File: config.mk
export PLATFORM = sky130hd
export DESIGN_NAME = regfile_write_arbiter
export DESIGN_NICKNAME = d
export VERILOG_FILES = /design/src/rtl/regfile_write_arbiter.sv
export SDC_FILE = /design/constraint.sdc
export NUM_CORES = 1
export LEC_CHECK = 0
export ABC_AREA = 1
export BUFFER_PORTS_ARGS = -buffer_cell sky130_fd_sc_hd__buf_2
export CAP_MARGIN = 10
export CORE_UTILIZATION = 40
export CTS_BUF_LIST = sky130_fd_sc_hd__clkbuf_8 sky130_fd_sc_hd__clkbuf_16
export CTS_CLUSTER_DIAMETER = 60
export DETAILED_ROUTE_END_ITERATION = 8
export PLACE_DENSITY_LB_ADDON = 0.25
export SLEW_MARGIN = 10
export SYNTH_ARGS = -nofsm -noshare
export SYNTH_HDL_FRONTEND = slang
export SYNTH_SLANG_ARGS = --single-unit
File: constraint.sdc
create_clock -name clk -period 2.25 [get_ports clk]
set_clock_uncertainty 0.05 [all_clocks]
set_input_delay 0.1125 -clock clk [delete_from_list [all_inputs] [get_ports clk]]
set_output_delay 0.1125 -clock clk [all_outputs]
set_load 0.05 [all_outputs]
File: src/rtl/regfile_write_arbiter.sv
// Round-robin arbiter for the single register-file write port.
// A registered output stage drives the write port. Writes to register 0 are consumed but never issued.
module regfile_write_arbiter #(
  parameter int N_REQ  = 4,
  parameter int ADDR_W = 5,
  parameter int DATA_W = 32
) (
  input  logic                     clk,
  input  logic                     reset,
  input  logic [N_REQ-1:0]         req_valid,
  input  logic [N_REQ*ADDR_W-1:0]  req_addr,
  input  logic [N_REQ*DATA_W-1:0]  req_data,
  output logic [N_REQ-1:0]         req_ready,
  input  logic                     wr_stall,
  output logic                     rf_we,
  output logic [ADDR_W-1:0]        rf_waddr,
  output logic [DATA_W-1:0]        rf_wdata,
  output logic [1:0]               rf_wsrc
);

  logic [1:0]        ptr;
  logic [1:0]        win;
  logic [1:0]        ptr_nxt;
  logic              found;
  logic              out_free;
  logic              xfer;
  logic [2:0]        idx;
  logic [3:0]        valid_ext;
  logic [3:0]        ready_ext;
  logic [ADDR_W-1:0] addr_arr [4];
  logic [DATA_W-1:0] data_arr [4];

  // Pad the requester set to four slots so a 2-bit index always fits.
  for (genvar g = 0; g < 4; g++) begin : g_req
    if (g < N_REQ) begin : g_real
      assign valid_ext[g] = req_valid[g];
      assign addr_arr[g]  = req_addr[g*ADDR_W +: ADDR_W];
      assign data_arr[g]  = req_data[g*DATA_W +: DATA_W];
    end else begin : g_none
      assign valid_ext[g] = 1'b0;
      assign addr_arr[g]  = '0;
      assign data_arr[g]  = '0;
    end
  end

  always_comb begin
    found = 1'b0;
    win   = '0;
    idx   = '0;
    for (int k = 0; k < N_REQ; k++) begin
      idx = {1'b0, ptr} + 3'(k);
      if (idx >= 3'(N_REQ)) idx = idx - 3'(N_REQ);
      if (!found && valid_ext[idx[1:0]]) begin
        found = 1'b1;
        win   = idx[1:0];
      end
    end
  end

  // Reset gates ready combinationally so no handshake completes while held.
  assign out_free  = !rf_we || !wr_stall;
  assign xfer      = reset && found && out_free;
  assign ready_ext = xfer ? (4'b0001 << win) : 4'b0000;
  assign req_ready = ready_ext[N_REQ-1:0];
  assign ptr_nxt   = (win == 2'(N_REQ-1)) ? 2'd0 : win + 2'd1;

  always_ff @(posedge clk or negedge reset) begin
    if (!reset) begin
      rf_we    <= 1'b0;
      rf_waddr <= '0;
      rf_wdata <= '0;
      rf_wsrc  <= '0;
      ptr      <= '0;
    end else if (out_free) begin
      if (xfer) begin
        ptr <= ptr_nxt;
        if (addr_arr[win] != '0) begin
          rf_we    <= 1'b1;
          rf_waddr <= addr_arr[win];
          rf_wdata <= data_arr[win];
          rf_wsrc  <= win;
        end else begin
          rf_we <= 1'b0;
        end
      end else begin
        rf_we <= 1'b0;
      end
    end
  end

endmodule

After elaboration in Yosys (flattened, before gate mapping). Cells that the tools add are included.

Register bits after elaboration: 42. Input bits: 155. Output and inout bits: 44.

$add $sub $neg: 8. Order comparisons: 9. Eq/ne operators: 1. Shift-type cells: 1. Mux-type cells: 30. Bitwise gates (word level): 1. Reductions and logical operators: 14.

Operator list (number): 32-bit binary-select mux with 2-bit select (1); 32-bit two-way mux (2); 2-bit two-way mux (9); 3-bit greater-or-equal comparator (second input constant) (4); 2-bit by 3-bit less-than comparator with 1-bit output (second input constant) (4); 5-bit binary-select mux with 2-bit select (1); 1-bit two-way mux (10); 5-bit two-way mux (2); 1-bit binary-select mux with 2-bit select (4); 2-bit by 1-bit subtractor with 2-bit output (second input constant) (4); 2-bit by 2-bit adder with 3-bit output (second input constant) (2); 1-bit logical AND (5); 1-bit zero test (5); 5-bit nonzero test (1); 4-bit two-way mux (1); 1-bit by 2-bit << shifter with 4-bit output (first input constant) (1); 2-bit by 1-bit adder with 3-bit output (second input constant) (1); 2-bit by 3-bit greater-or-equal comparator with 1-bit output (second input constant) (1); 2-bit inverter with 3-bit output (1); 3-bit AND reduction (1); 2-bit by 1-bit adder with 2-bit output (second input constant) (1); 2-bit == test (second input constant) (1); 2-bit AND reduction (1); 1-bit logical OR (1).

Depth between registers and ports, before layout.
Depth in word-level cells: 21. Mapped depth: 19. Gate-level depth less buffers: 17.

Worst setup path after synthesis. OpenSTA, ideal clock, no wires.

Path type: register to output. From: reg ptr[0]. To: out req_ready[3]. Arrival: 2.490 ns. Slack: -0.402 ns. Cell stages (with the launch flop): 17. Path buffers: 4. Cell sequence: dfrtp_1 > buf_4 > nand2_2 > nand2_4 > nand2_2 > nand2_2 > nor2_4 > nand3_2 > nand2_2 > nand2_2 > buf_6 > inv_2 > buf_4 > buf_2 > ha_1 > inv_1 > nor2_1.

Elaborated cells on any way between the ends: 41. Classes of those cells: 7 x add/sub; 4 x order compare; 1 x shift; 21 x mux; 8 x reduce/logical.

RTL lines: start, declared (RTL line 21) `logic [1:0] ptr;`; start signal, assigned (RTL line 76) `ptr <= ptr_nxt;`; parallel branches: the longest is 13 deep, another holds 2-bit by 1-bit adder with 3-bit output; 2-bit two-way mux * (RTL line 53) `if (!found && valid_ext[idx[1:0]]) begin`; named net win[0] (RTL line 22) `logic [1:0] win;`; 1-bit by 2-bit << shifter with 4-bit output * (RTL line 63) `assign ready_ext = xfer ? (4'b0001 << win) : 4'b0000;`; 4-bit two-way mux * (RTL line 63); end, declared (RTL line 13) `output logic [N_REQ-1:0] req_ready,`.

Mark *: on every way through the listed nets, which the timed path passes. The select of a mux whose other input is x is not followed.

Worst setup path after layout.
From: reg ptr[0]. To: out req_ready[2].

Longest elaborated chain between the ends: 17. Elaborated cells on any way between the ends: 41. Classes of those cells: 7 x add/sub; 4 x order compare; 1 x shift; 21 x mux; 8 x reduce/logical.

Ends and longest elaborated chain (RTL line): parallel branches: the longest is 16 deep, another holds 2-bit by 1-bit adder with 3-bit output; 4-bit two-way mux * (63).

Every way passes the cells marked *. The select of a mux whose other input is x is not followed.

==> impl_results.md <==
* Fin. Hold Viols at 0
* Fin crit share at 1.17
* Grt total ovfl at 0
* Total die area at 0.00880 mm²
* Failing checks: setup timing
* Post-Syn Instances at 492
* Filler Cell Count at 678
* Crit path launch: ptr[0]
* Fin. max-slew vios at 0
* First-pass GRT wire length at roughly 19000 µm
* H-tree lvl count at 2
* Io pins at 199
* Reg2Reg Depth at 19
* Crit path arrival time at ~2.5 ns
* TritonCTS clock tree: built
* Worst-margin pin slew at 0.562 ns
* Synth Area in Adders at 0.0148
* Synthesis-to-finish area growth at 63.7%
* Cell Rows at 33
* Crit path launch type: flop
* Cell variety after synth at 28
* Commonest non-fill, non-tap cell in the layout: buf_2
* Crit path cell chain: clkinvlp_4 > buf_6 > nand2_1 > nand2_1 > nand2_1 > nand2_2 > a21oi_2 > nand2_2 > nand2_8 > buf_4 > buf_12 > ha_2 > inv_2 > nor2_4 > buf_8
* Critical path endpoint category: primary output
* Worst hold path cell count at 3
* MaxCap Viol Count at 0
* Post-Synth XOR/XNOR Area at 0
* IO buf count at 198
* HP Start: wr_stall
* Via density at 5.18
* Post-layout min period at 2.63 ns
* Critical Path RT at 2.09 ns
* Yosys warning count at 0
* Num CTS Buffers at 5
* DRC at 0
* Dpl cells at 789
* CTS max path bufs at 2
* Setup ws final at -0.380 ns
* WL final at 12500 µm
* RSZ-0062 raised after global routing: yes
* Antenna cells at 0
* GP Congestion at 0.843
* Crit Path Category: flop to primary output
* Worst rel slew slack at 0.625
* Number of global-route vias before repair at 3886
* Largest net degree at the start of global routing at 43
* Post-synthesis simple-gate area fraction at 0.396
* Final net count at 887
* Mux cell area share after synthesis at 0
* Antenna violations before repair at 0
* Initial Util at 0.412
* Clk Latency, worst-skew pair at approximately 0.30 ns
* Layout Cells excl Fill at approximately 830
* Post-Synthesis Cell Area at 0.00337 mm²
* Hold Path Class: input pin to flop
* CTS sink cnt at between 40 and 50
* Crit Path Max Fanout at 7
* Status: finished, violations left
* Slowest cell on the critical path: dfrtp_2
* Commonest cells after routing, fill and taps aside: 194 x buf_2, 117 x nand2_1, 57 x nand3_1
* Routed vias at 4319
* Post-Syn Nets at about 650
* Post-route ant nets at 0
* Seq/Total Area, Yosys at 0.312
* Mean post-synth cell area at approximately 6.9 µm²
* Worst R2R Start: ptr[0]
* Number of setup violations in the final report at 44
* Seq cells post-synth at 42
* Largest family of logic cells by synthesized area: simple AND/OR/NAND/NOR gates
* Total Routing Usage GR at 0.271
* Max Clk Rate at 0.380 GHz
* Die width at 93.8 µm
* Post-synthesis compound-gate area fraction at 0.184
* CTS clk-pin slew, worst paths at 0.09 ns
* Die Y at about 94 µm
* Root Buffer: clkbuf_8
* Most used cell along the critical path: nand2_1
* Dpl hpwl at 8330 µm
* CP max stage delay at 0.46 ns
* Share of cells above drive strength 1 at 0.492
* 1st-pass router iterations at 4
* Drt wl/cell at 15.0 µm
* Core area at around 0.008 mm²
* Iter 0 DRT Violations at 184
-- cell type report --
type | instances | area (µm²) | share of cell area
Timing Repair Buffer | 265 | 1890 | 0.343
Sequential cell | 42 | 1050 | 0.191
Clock inverter | 2 | 12.5 | 0.00227
Timing Repair inverter | 1 | 7.51 | 0.00136
Clock buffer | 6 | 82.6 | 0.0150
Tap cell | 105 | 131 | 0.0238
Inverter | 21 | 93.8 | 0.0170
Multi-Input combinational cell | 392 | 2250 | 0.407
-- flip-flops by register name (all words and copies together) (netlist names) --
name      flops
ptr           2
rf_wsrc       2
rf_wdata     32
rf_we         1
rf_waddr      5
-- per-layer routing --
| layer | vias up | GRT usage | share of wire |
|---|---|---|---|
| met2 | 194 | 0.482 | 0.52 |
| met4 | 0 | 0.0846 | 0.016 |
| met1 | 1994 | 0.337 | 0.40 |
| li1 | 2111 | - | - |
| met5 | - | 0 | 0 |
| met3 | 20 | 0.0356 | 0.062 |
-- final timing paths --
kind                                 to  slack [ns]
min                               rf_we        0.02
max in group asynchronous        ptr[0]        1.28
max reg2reg                rf_wdata[13]       -0.35
min in group asynchronous   rf_wdata[0]        0.46
max                        req_ready[2]       -0.38
min reg2reg                 rf_wdata[2]        0.42
-- per-stage QoR --
stage	utilization	setup WS, ns	TNS (ns)	hold WS, ns	instance area, µm²
2_1_floorplan	-	-0.00820	-0.00820	-0.233	3400
3_3_place_gp	0.567	-0.120	-3.21	0.218	4630
3_5_place_dp	0.567	-0.183	-5.88	0.237	4630
4_1_cts	0.633	-0.195	-7.58	0.00867	5170
5_1_grt	0.675	-0.489	-19.76	0.0347	5520
6_report	0.675	-0.380	-14.01	0.0188	5520
-- kinds of logic (layout without fill, tap and decap cells) --
logic type	after synthesis	in the layout
simple gates	285	285
compound gates	103	103
buf+inv	58	295
flops	42	42
fa+ha+maj	4	4
-- repair_timing --
action / CTS / global route
hold endpoints to repair: 42 / 0
hold buffers: 1 / 0
resized for setup: 56 / 26
cloned: 3 / 7
pin swaps: 12 / 19
endpoints found under the setup margin: 44 / 44
setup buffers: 14 / 12
-- synth_stat cells --
master,n,area share
clkinv_1,1,0.0011
ha_1,4,0.015
dfrtp_1,42,0.31
inv_2,6,0.0067
buf_2,6,0.0089
nor2_4,3,0.010
a21oi_1,1,0.0015
a21boi_1,1,0.0022
or2_2,20,0.037
inv_1,14,0.016
o21bai_4,1,0.0056
nand2_4,2,0.0067
or2_1,1,0.0019
nand2_1,127,0.14
buf_6,9,0.030
o21ai_0,50,0.074
nor2_2,2,0.0037
nor2_1,37,0.041
nand3_1,65,0.097
o21ai_1,16,0.024
clkbuf_1,16,0.018
o211ai_1,32,0.071
buf_4,6,0.013
a21oi_2,1,0.0026
or2_0,12,0.022
o21ai_2,1,0.0026
nand2_2,11,0.020
nand3_2,5,0.015
-- critical path, delay by kind of cell (launching register included) --
family	cells	cell delay (ns)
buffers and inverters	6	0.71
adder cells (fa/ha/maj)	1	0.16
flip-flops	1	0.46
AO/OA/AOI/OAI	1	0.16
AND/OR/NAND/NOR	7	0.66
Power is left out: the tool's default activity adds up to more than one toggle a clock period on the data nets, which glitch-free logic cannot reach.
